### src/rtl/board_pkg.sv
// Shared board geometry, FSM state type and character codes
// for the frame buffer controller and its address counter.
package board_pkg;

  localparam int N      = 32;
  localparam int W      = 8;
  localparam int ADDR_W = $clog2(N);

  typedef enum logic [1:0] {
    IDLE,
    LOADING,
    PENDING
  } fbc_state_t;

  localparam logic [7:0] CH_BLANK = 8'd32;
  localparam logic [7:0] CH_SOLID = 8'd35;
  localparam logic [7:0] CH_FILL  = 8'd70;

endpackage

### src/rtl/frame_addr_counter.sv
// Row-major cell address counter for the back-bank load;
// clr wins over inc, clr+inc lands on (0,1).
module frame_addr_counter #(
  parameter int N = 32
) (
  input  logic                 clk,
  input  logic                 reset,
  input  logic                 clr,
  input  logic                 inc,
  output logic [$clog2(N)-1:0] row,
  output logic [$clog2(N)-1:0] col,
  output logic                 last
);

  localparam int AW = $clog2(N);
  localparam logic [AW-1:0] MAX = AW'(N - 1);

  logic [AW-1:0] row_q, row_d;
  logic [AW-1:0] col_q, col_d;

  // next address: restart, or advance col then row
  always_comb begin
    row_d = row_q;
    col_d = col_q;
    if (clr) begin
      row_d = '0;
      col_d = AW'(inc);
    end else if (inc) begin
      if (col_q == MAX) begin
        col_d = '0;
        row_d = row_q + 1'b1;
      end else begin
        col_d = col_q + 1'b1;
      end
    end
  end

  // address register
  always_ff @(posedge clk) begin
    if (reset) begin
      row_q <= '0;
      col_q <= '0;
    end else begin
      row_q <= row_d;
      col_q <= col_d;
    end
  end

  assign row  = row_q;
  assign col  = col_q;
  assign last = (row_q == MAX) && (col_q == MAX);

endmodule

### src/rtl/frame_buffer_ctrl.sv
// Double-buffer controller: loads the back bank, swaps banks
// only at the end of a scanner refresh pass.
module frame_buffer_ctrl #(
  parameter int N = board_pkg::N,
  parameter int W = board_pkg::W
) (
  input  logic                 clk,
  input  logic                 reset,
  input  logic                 frame_start,
  input  logic                 byte_valid,
  input  logic [W-1:0]         byte_data,
  input  logic                 scan_pass_done,
  input  logic                 clear_err,
  output logic                 wr_en,
  output logic                 wr_bank,
  output logic [$clog2(N)-1:0] wr_row,
  output logic [$clog2(N)-1:0] wr_col,
  output logic [W-1:0]         wr_data,
  output logic                 rd_bank,
  output logic                 frame_ready,
  output logic                 short_frame,
  output logic                 overrun,
  output logic [7:0]           frame_count
);

  import board_pkg::*;

  localparam int AW = $clog2(N);

  fbc_state_t    state_q, state_d;
  logic          bank_q, bank_d;
  logic [7:0]    count_q, count_d;
  logic          ready_q, ready_d;
  logic          short_q, short_d;
  logic          ovr_q, ovr_d;
  logic          def_q, def_d;
  logic          wr_en_q, wr_en_d;
  logic [AW-1:0] wr_row_q, wr_row_d;
  logic [AW-1:0] wr_col_q, wr_col_d;
  logic [W-1:0]  wr_data_q, wr_data_d;

  logic          cnt_clr, cnt_inc, cnt_last;
  logic [AW-1:0] cnt_row, cnt_col;

  frame_addr_counter #(.N(N)) u_cnt (
    .clk   (clk),
    .reset (reset),
    .clr   (cnt_clr),
    .inc   (cnt_inc),
    .row   (cnt_row),
    .col   (cnt_col),
    .last  (cnt_last)
  );

  // load/swap FSM, sticky flags and write-port next values
  always_comb begin
    state_d   = state_q;
    bank_d    = bank_q;
    count_d   = count_q;
    ready_d   = ready_q;
    short_d   = short_q & ~clear_err;
    ovr_d     = ovr_q & ~clear_err;
    def_d     = def_q;
    wr_en_d   = 1'b0;
    wr_row_d  = wr_row_q;
    wr_col_d  = wr_col_q;
    wr_data_d = wr_data_q;
    cnt_clr   = 1'b0;
    cnt_inc   = 1'b0;
    unique case (state_q)
      IDLE: begin
        if (frame_start) begin
          state_d = LOADING;
          cnt_clr = 1'b1;
        end
      end
      LOADING: begin
        if (frame_start) begin
          short_d = 1'b1;
          cnt_clr = 1'b1;
        end
        if (byte_valid) begin
          cnt_inc   = 1'b1;
          wr_en_d   = 1'b1;
          wr_data_d = byte_data;
          wr_row_d  = frame_start ? '0 : cnt_row;
          wr_col_d  = frame_start ? '0 : cnt_col;
          if (cnt_last && !frame_start) begin
            state_d = PENDING;
            ready_d = 1'b1;
          end
        end
      end
      PENDING: begin
        if (byte_valid) ovr_d = 1'b1;
        if (scan_pass_done) begin
          bank_d  = ~bank_q;
          count_d = count_q + 8'd1;
          ready_d = 1'b0;
          def_d   = 1'b0;
          if (def_q || frame_start) begin
            state_d = LOADING;
            cnt_clr = 1'b1;
          end else begin
            state_d = IDLE;
          end
        end else if (frame_start) begin
          def_d = 1'b1;
        end
      end
      default: state_d = IDLE;
    endcase
  end

  // state and registered outputs
  always_ff @(posedge clk) begin
    if (reset) begin
      state_q   <= IDLE;
      bank_q    <= 1'b1;
      count_q   <= '0;
      ready_q   <= 1'b0;
      short_q   <= 1'b0;
      ovr_q     <= 1'b0;
      def_q     <= 1'b0;
      wr_en_q   <= 1'b0;
      wr_row_q  <= '0;
      wr_col_q  <= '0;
      wr_data_q <= '0;
    end else begin
      state_q   <= state_d;
      bank_q    <= bank_d;
      count_q   <= count_d;
      ready_q   <= ready_d;
      short_q   <= short_d;
      ovr_q     <= ovr_d;
      def_q     <= def_d;
      wr_en_q   <= wr_en_d;
      wr_row_q  <= wr_row_d;
      wr_col_q  <= wr_col_d;
      wr_data_q <= wr_data_d;
    end
  end

  assign wr_en       = wr_en_q;
  assign wr_bank     = bank_q;
  assign rd_bank     = ~bank_q;
  assign wr_row      = wr_row_q;
  assign wr_col      = wr_col_q;
  assign wr_data     = wr_data_q;
  assign frame_ready = ready_q;
  assign short_frame = short_q;
  assign overrun     = ovr_q;
  assign frame_count = count_q;

endmodule
### config.mk
export PLATFORM = sky130hd
export DESIGN_NAME = frame_buffer_ctrl
export DESIGN_NICKNAME = d
export VERILOG_FILES = /design/src/rtl/board_pkg.sv /design/src/rtl/frame_addr_counter.sv /design/src/rtl/frame_buffer_ctrl.sv
export SDC_FILE = /design/constraint.sdc
export NUM_CORES = 1
export LEC_CHECK = 0
export CAP_MARGIN = 20
export CELL_PAD_IN_SITES_DETAIL_PLACEMENT = 1
export CELL_PAD_IN_SITES_GLOBAL_PLACEMENT = 1
export CORE_MARGIN = 2
export CORE_UTILIZATION = 36
export CTS_CLUSTER_DIAMETER = 100
export DETAILED_ROUTE_END_ITERATION = 8
export MAX_ROUTING_LAYER = met4
export PLACE_DENSITY = 0.84
export SYNTH_ARGS = -nofsm -noshare
export SYNTH_HDL_FRONTEND = slang
export SYNTH_HIERARCHICAL = 1
export SYNTH_SLANG_ARGS = --single-unit
### constraint.sdc
create_clock -name clk -period 2.1 [get_ports clk]
set_input_delay 0.42 -clock clk [delete_from_list [all_inputs] [get_ports clk]]
set_output_delay 0.42 -clock clk [all_outputs]
set_load 0.02 [all_outputs]
== Word-level counts from Yosys, hierarchy flattened ==
Cells that the tools add are included.

* Multiplexer cells: 27
* Reductions and logical operators: 16
* $add $sub $neg: 3
* Bitwise gates (word level): 4
* Equal/unequal tests: 8

{| class="wikitable"
|+ Operator list
! cell !! number
|-
| two-way mux 1 bit || 17
|-
| two-way mux 5 bit || 3
|-
| adder 5 x 1 -> 5 bit, second input constant || 2
|-
| == test 5 bit, second input constant || 2
|-
| adder 8 x 1 -> 8 bit, second input constant || 1
|-
| two-way mux 2 bit || 4
|-
| != test 2 bit, second input constant || 4
|-
| AND reduction 2 bit || 4
|-
| AND reduction 4 bit || 2
|-
| case mux 2 bit (3 select lines) || 1
|-
| nonzero test 2 bit || 3
|-
| case mux 1 bit (2 select lines) || 2
|-
| OR reduction 2 bit || 2
|-
| bitwise AND 1 bit || 2
|-
| == test 2 x 1 -> 1 bit, second input constant || 1
|-
| == test 2 bit, second input constant || 1
|-
| logical AND 1 bit || 2
|-
| logical NOT 2 bit || 1
|-
| NOT 1 bit || 2
|-
| logical NOT 1 bit || 1
|-
| logical OR 1 bit || 1
|}

* Output and inout bits: 32
* Register bits after elaboration: 44
* Word-level logic and storage cells: 72

== Logic depth before layout (Yosys ltp) ==
* Word-level depth: 6
* Depth in mapped cells: 8

== Hierarchy ==
The synthesis kept the hierarchy.

{| class="wikitable"
|+ By module, submodules not included
! module !! instances !! cells each !! seq. area each (um2) !! area an instance (um2)
|-
| frame_buffer_ctrl || 1 || 156 || 680.7 || 1350.0
|-
| frame_addr_counter || 1 || 55 || 200.2 || 491.7
|}

== Least setup slack after synthesis ==
No wires, ideal clock.

* Kind: flip-flop to flip-flop
* Start: reg state_q[1]
* End: reg u_cnt.col_q[3], in the netlist u_cnt/col[3]
* Clock period less this slack: 1685 ps
* Stages on the path, launching flop included: 9
* Setup slack: 415 ps
* Required time: 2030 ps
* Data arrival time: 1615 ps
* Setup time: 70 ps
* Cells stage by stage: dfxtp_1 > buf_4 > nand3b_1 > inv_1 > buf_2 > buf_6 > inv_2 > or4_1 > a21oi_1

* Elaborated cells on any way between the ends: 7
* Classes of those cells: eq/ne: 2; mux: 2; reduce/logical: 3

{| class="wikitable"
|+ RTL lines
! what !! line !! source
|-
| start: declaration || frame_buffer_ctrl.sv:30 || <nowiki>fbc_state_t state_q, state_d;</nowiki>
|-
| start signal: assignment || frame_buffer_ctrl.sv:130 || <nowiki>state_q <= state_d;</nowiki>
|-
| == test 2 x 1 -> 1 bit || frame_buffer_ctrl.sv:70 || <nowiki>unique case (state_q)</nowiki>
|-
| two-way mux 1 bit || frame_buffer_ctrl.sv:70 ||
|-
| net cnt_inc || frame_buffer_ctrl.sv:42 || <nowiki>logic cnt_clr, cnt_inc, cnt_last;</nowiki>
|-
| end signal: assignment || frame_addr_counter.sv:45 || <nowiki>col_q <= col_d;</nowiki>
|-
| end: declaration || frame_addr_counter.sv:19 || <nowiki>logic [AW-1:0] col_q, col_d;</nowiki>
|}

The timed path passes the listed nets, and every way through them passes these cells.
A chain may end at the register's enable or synchronous reset.

== Final worst setup path ==
* Start: reg u_cnt.col_q[1], in the netlist u_cnt/col[1]
* End: reg u_cnt.row_q[3], in the netlist u_cnt/row[3]

* Cells in the longest elaborated chain, start to end: 2

{| class="wikitable"
|+ RTL lines
! what !! line !! source
|-
| == test 5 bit || frame_addr_counter.sv:29 || <nowiki>if (col_q == MAX) begin</nowiki>
|-
| AND reduction 2 bit (no source line) || -- ||
|-
| end signal: assignment || frame_addr_counter.sv:44 || <nowiki>row_q <= row_d;</nowiki>
|-
| end: declaration || frame_addr_counter.sv:18 || <nowiki>logic [AW-1:0] row_q, row_d;</nowiki>
|}

Every way passes these cells.

==> impl_results.md <==
* FF+latch count, synth at 44
* CTS tree: yes
* Register-to-register path setup slack at 0.26 ns
* HPWL after DPL at 3349 um
* DR DRC count at 0
* Row cnt at 26
* Vias in the first global route at 1,573
* Final Routed Wirelength at 4711 um
* Clock Path Buffers at 2
* Clk Tree Root Cell: clkbuf_8
* FILL cells at 632
* Clock latency on the worst-skew pair at 0.29 ns
* Core area at 5010 sq um
* Final period util at 87.54%
* Crit. End Element: flip-flop
* Area growth, synth to finish at 33.76%
* Placer Congestion at 0.8625
* Setup Skew at 0.003100 ns
* Hold_buf cts at 0
* Fraction of registers with async set/reset at 0%
* H-tree depth at 2
* Ports at 46
* Sequential fraction of the synthesis area at 47.83%
* ANT nets after route at 0
* Initial Util at 36.76%
* Largest net degree at the start of global routing at 23
* Relative slew slack at 77.77%
* Pre-antenna DRT Iters at 4
* Worst vdd ir at 293.5 uV
* Mapped Cells at 211
* CP max-delay cell: dfxtp_1
* Reg clk slew, reported paths at 0.08 ns
* Port bufs at 45
* Antenna violations before repair at 0
* Die area at 5704 sq um
* Post-route minimum period at 1.838 ns
* Crit path max fanout at 5
* Vias per Instance at 4.912
* Post-Syn Area at 1842 sq um
* Max-slew violations at 0
* CP Class: flip-flop to flip-flop
* Cell family with most CP delay: simple AND/OR/NAND/NOR gates
* Synth Area per Inst at 8.729 sq um
* Final Setup Violations at 0
* Diodes inserted at 0
* Nets@finish at 280
* Cell Pwr Density at 602.3 nW/um^2
* Synth warnings at 6
* Die X-Extent at 75.53 um
* Synth Flop Type: dfxtp_1
* # resized after CTS at 0
* Gr ovfl total at 0
* Number of enable flip-flop cells after synthesis at 0
* HP Class: flip-flop to flip-flop
* Worst path required time at 2.32 ns
* Clock buffers created by TritonCTS at 5
* Synth cell types at 34
* First-pass GRT wire length at 7486 um
* Layout cell share with drive strength beyond 1 at 7.308%
* Vias at 1,621
* Area contributors post-synth: dfxtp_1, a21oi_1, nand2_1
* Critical Path Source Type: flip-flop
* Die H at 75.53 um
* Clk sink count at 44
* Final hold viol count at 0
* Drt wl/cell at 14.28 um
* Arrival time of the worst setup path at 2.06 ns
* RSZ-0062 raised after global routing: false
* Critical Path, Cell by Cell: ha_1 > and3_1 > ha_1 > nand2_1 > or3_1 > a21oi_1
* Most common cell on crit path: ha_1
* Post-CTS Setup Inserts at 0
* Synth area leader: dfxtp_1
* Max-Cap Viols at 0
* Least-Margin Pin Slew at 0.3330 ns
* Worst Path Buf+Inv at 0
* Overall global routing resource usage at 17.95%
* Status: finished clean
* Post-synth top area share at 47.83%
* Non-filler cells, final at 330
* Delay of the slowest cell on the worst path at 0.41 ns
* Leakage Power at 0.8813 nW
* Starting DRT DRC Count at 71
* Syn Nets at 231
* Dpl cells at 323
* Post-route setup TNS at 0 ns
* Fmax at 544.0 MHz
## cells in the final DEF (no fill, tap or decap), types with 4 or more instances in the layout
master           count
clkdlybuf4s50_1     45
dfxtp_1             44
a21oi_1             37
nand2_1             34
nand3b_1            16
buf_4                9
nand3_1              8
nor2_1               8
o21ai_0              6
ha_1                 6
xor2_1               5
clkbuf_8             5
inv_1                4
## logic make-up after synthesis
kind of cell / count (synthesis) / share of synthesized area [%]
AND/OR/NAND/NOR: 88 / 26.09
buffers and inverters: 17 / 4.347
XOR/XNOR: 6 / 2.853
multiplexers: 2 / 1.087
adder cells (fa/ha/maj): 6 / 4.076
AO/OA/AOI/OAI: 48 / 13.72
flip-flops: 44 / 47.83
## metrics by stage
| stage | hold slack (ns) | instance area, sq um | setup WS [ns] | power [mW] | utilization (%) |
|---|---|---|---|---|---|
| 2_1_floorplan | 0.4538 | 1842 | 0.4149 | 0.9340 | - |
| 3_3_place_gp | 0.4376 | 2386 | 0.1804 | 0.9943 | 47.63 |
| 3_5_place_dp | 0.4457 | 2386 | 0.1205 | 0.9976 | 47.63 |
| 4_1_cts | 0.4556 | 2464 | 0.2684 | 1.507 | 49.18 |
| 5_1_grt | 0.4821 | 2464 | 0.1460 | 1.554 | 49.18 |
| 6_report | 0.4543 | 2464 | 0.2617 | 1.484 | 49.18 |
## area by class of cell
type	instances	area [sq um]	area share (%)
sequential	44	880.8	35.75
multi-input combinational	150	880.8	35.75
timing repair buffer	54	518.0	21.03
tap	70	87.58	3.555
clock buffer	6	72.57	2.946
inverter	5	18.77	0.7618
clock inverter	1	5.005	0.2031
## synth_stat cells (all sizes together) (2+ instances only)
master  count
a21oi      37
and3        2
buf         6
clkbuf      6
dfxtp      44
ha          6
inv         5
mux2i       2
nand2      34
nand2b      2
nand3       8
nand3b     17
nand4       2
nor2        8
nor2b       2
nor3b       2
o21ai       6
o31ai       2
or3         4
or4         3
xor2        5
## final timing paths
kind / start / cells past startpoint / to
max: u_cnt/col[1] / 6 / u_cnt/row[3]
min: wr_col[0] / 2 / wr_col[0]
max reg2reg: u_cnt/col[1] / 6 / u_cnt/row[3]
min reg2reg: wr_col[0] / 2 / wr_col[0]
## sequential cells by signal, summed over array words and instances, names as in the netlist, 2 cells and up
register and cells:
wr_col 5, u_cnt/col 5, wr_data 8, wr_row 5, frame_count 8, state_q 2, u_cnt/row 5
## routing by layer
metal	track usage [%]	share of wire (%)
met3	4.630	3.6
met4	6.043	0.36
met2	28.60	49
met5	-	0
met1	22.15	47
## where the power goes
group	leakage, nW	switching [mW]	internal, mW
clock network	0.0410	0.281	0.227
logic	0.485	0.0641	0.0605
registers	0.355	0.00786	0.844
## worst min-delay path: cells and delay by family, from the launching register on
kind | cells | cell delay (ns)
AOI/OAI and AO/OA | 1 | 0.05
DFF | 1 | 0.31
and+or+nand+nor | 1 | 0.05
Note: power is estimated with default switching activity, not from simulation.
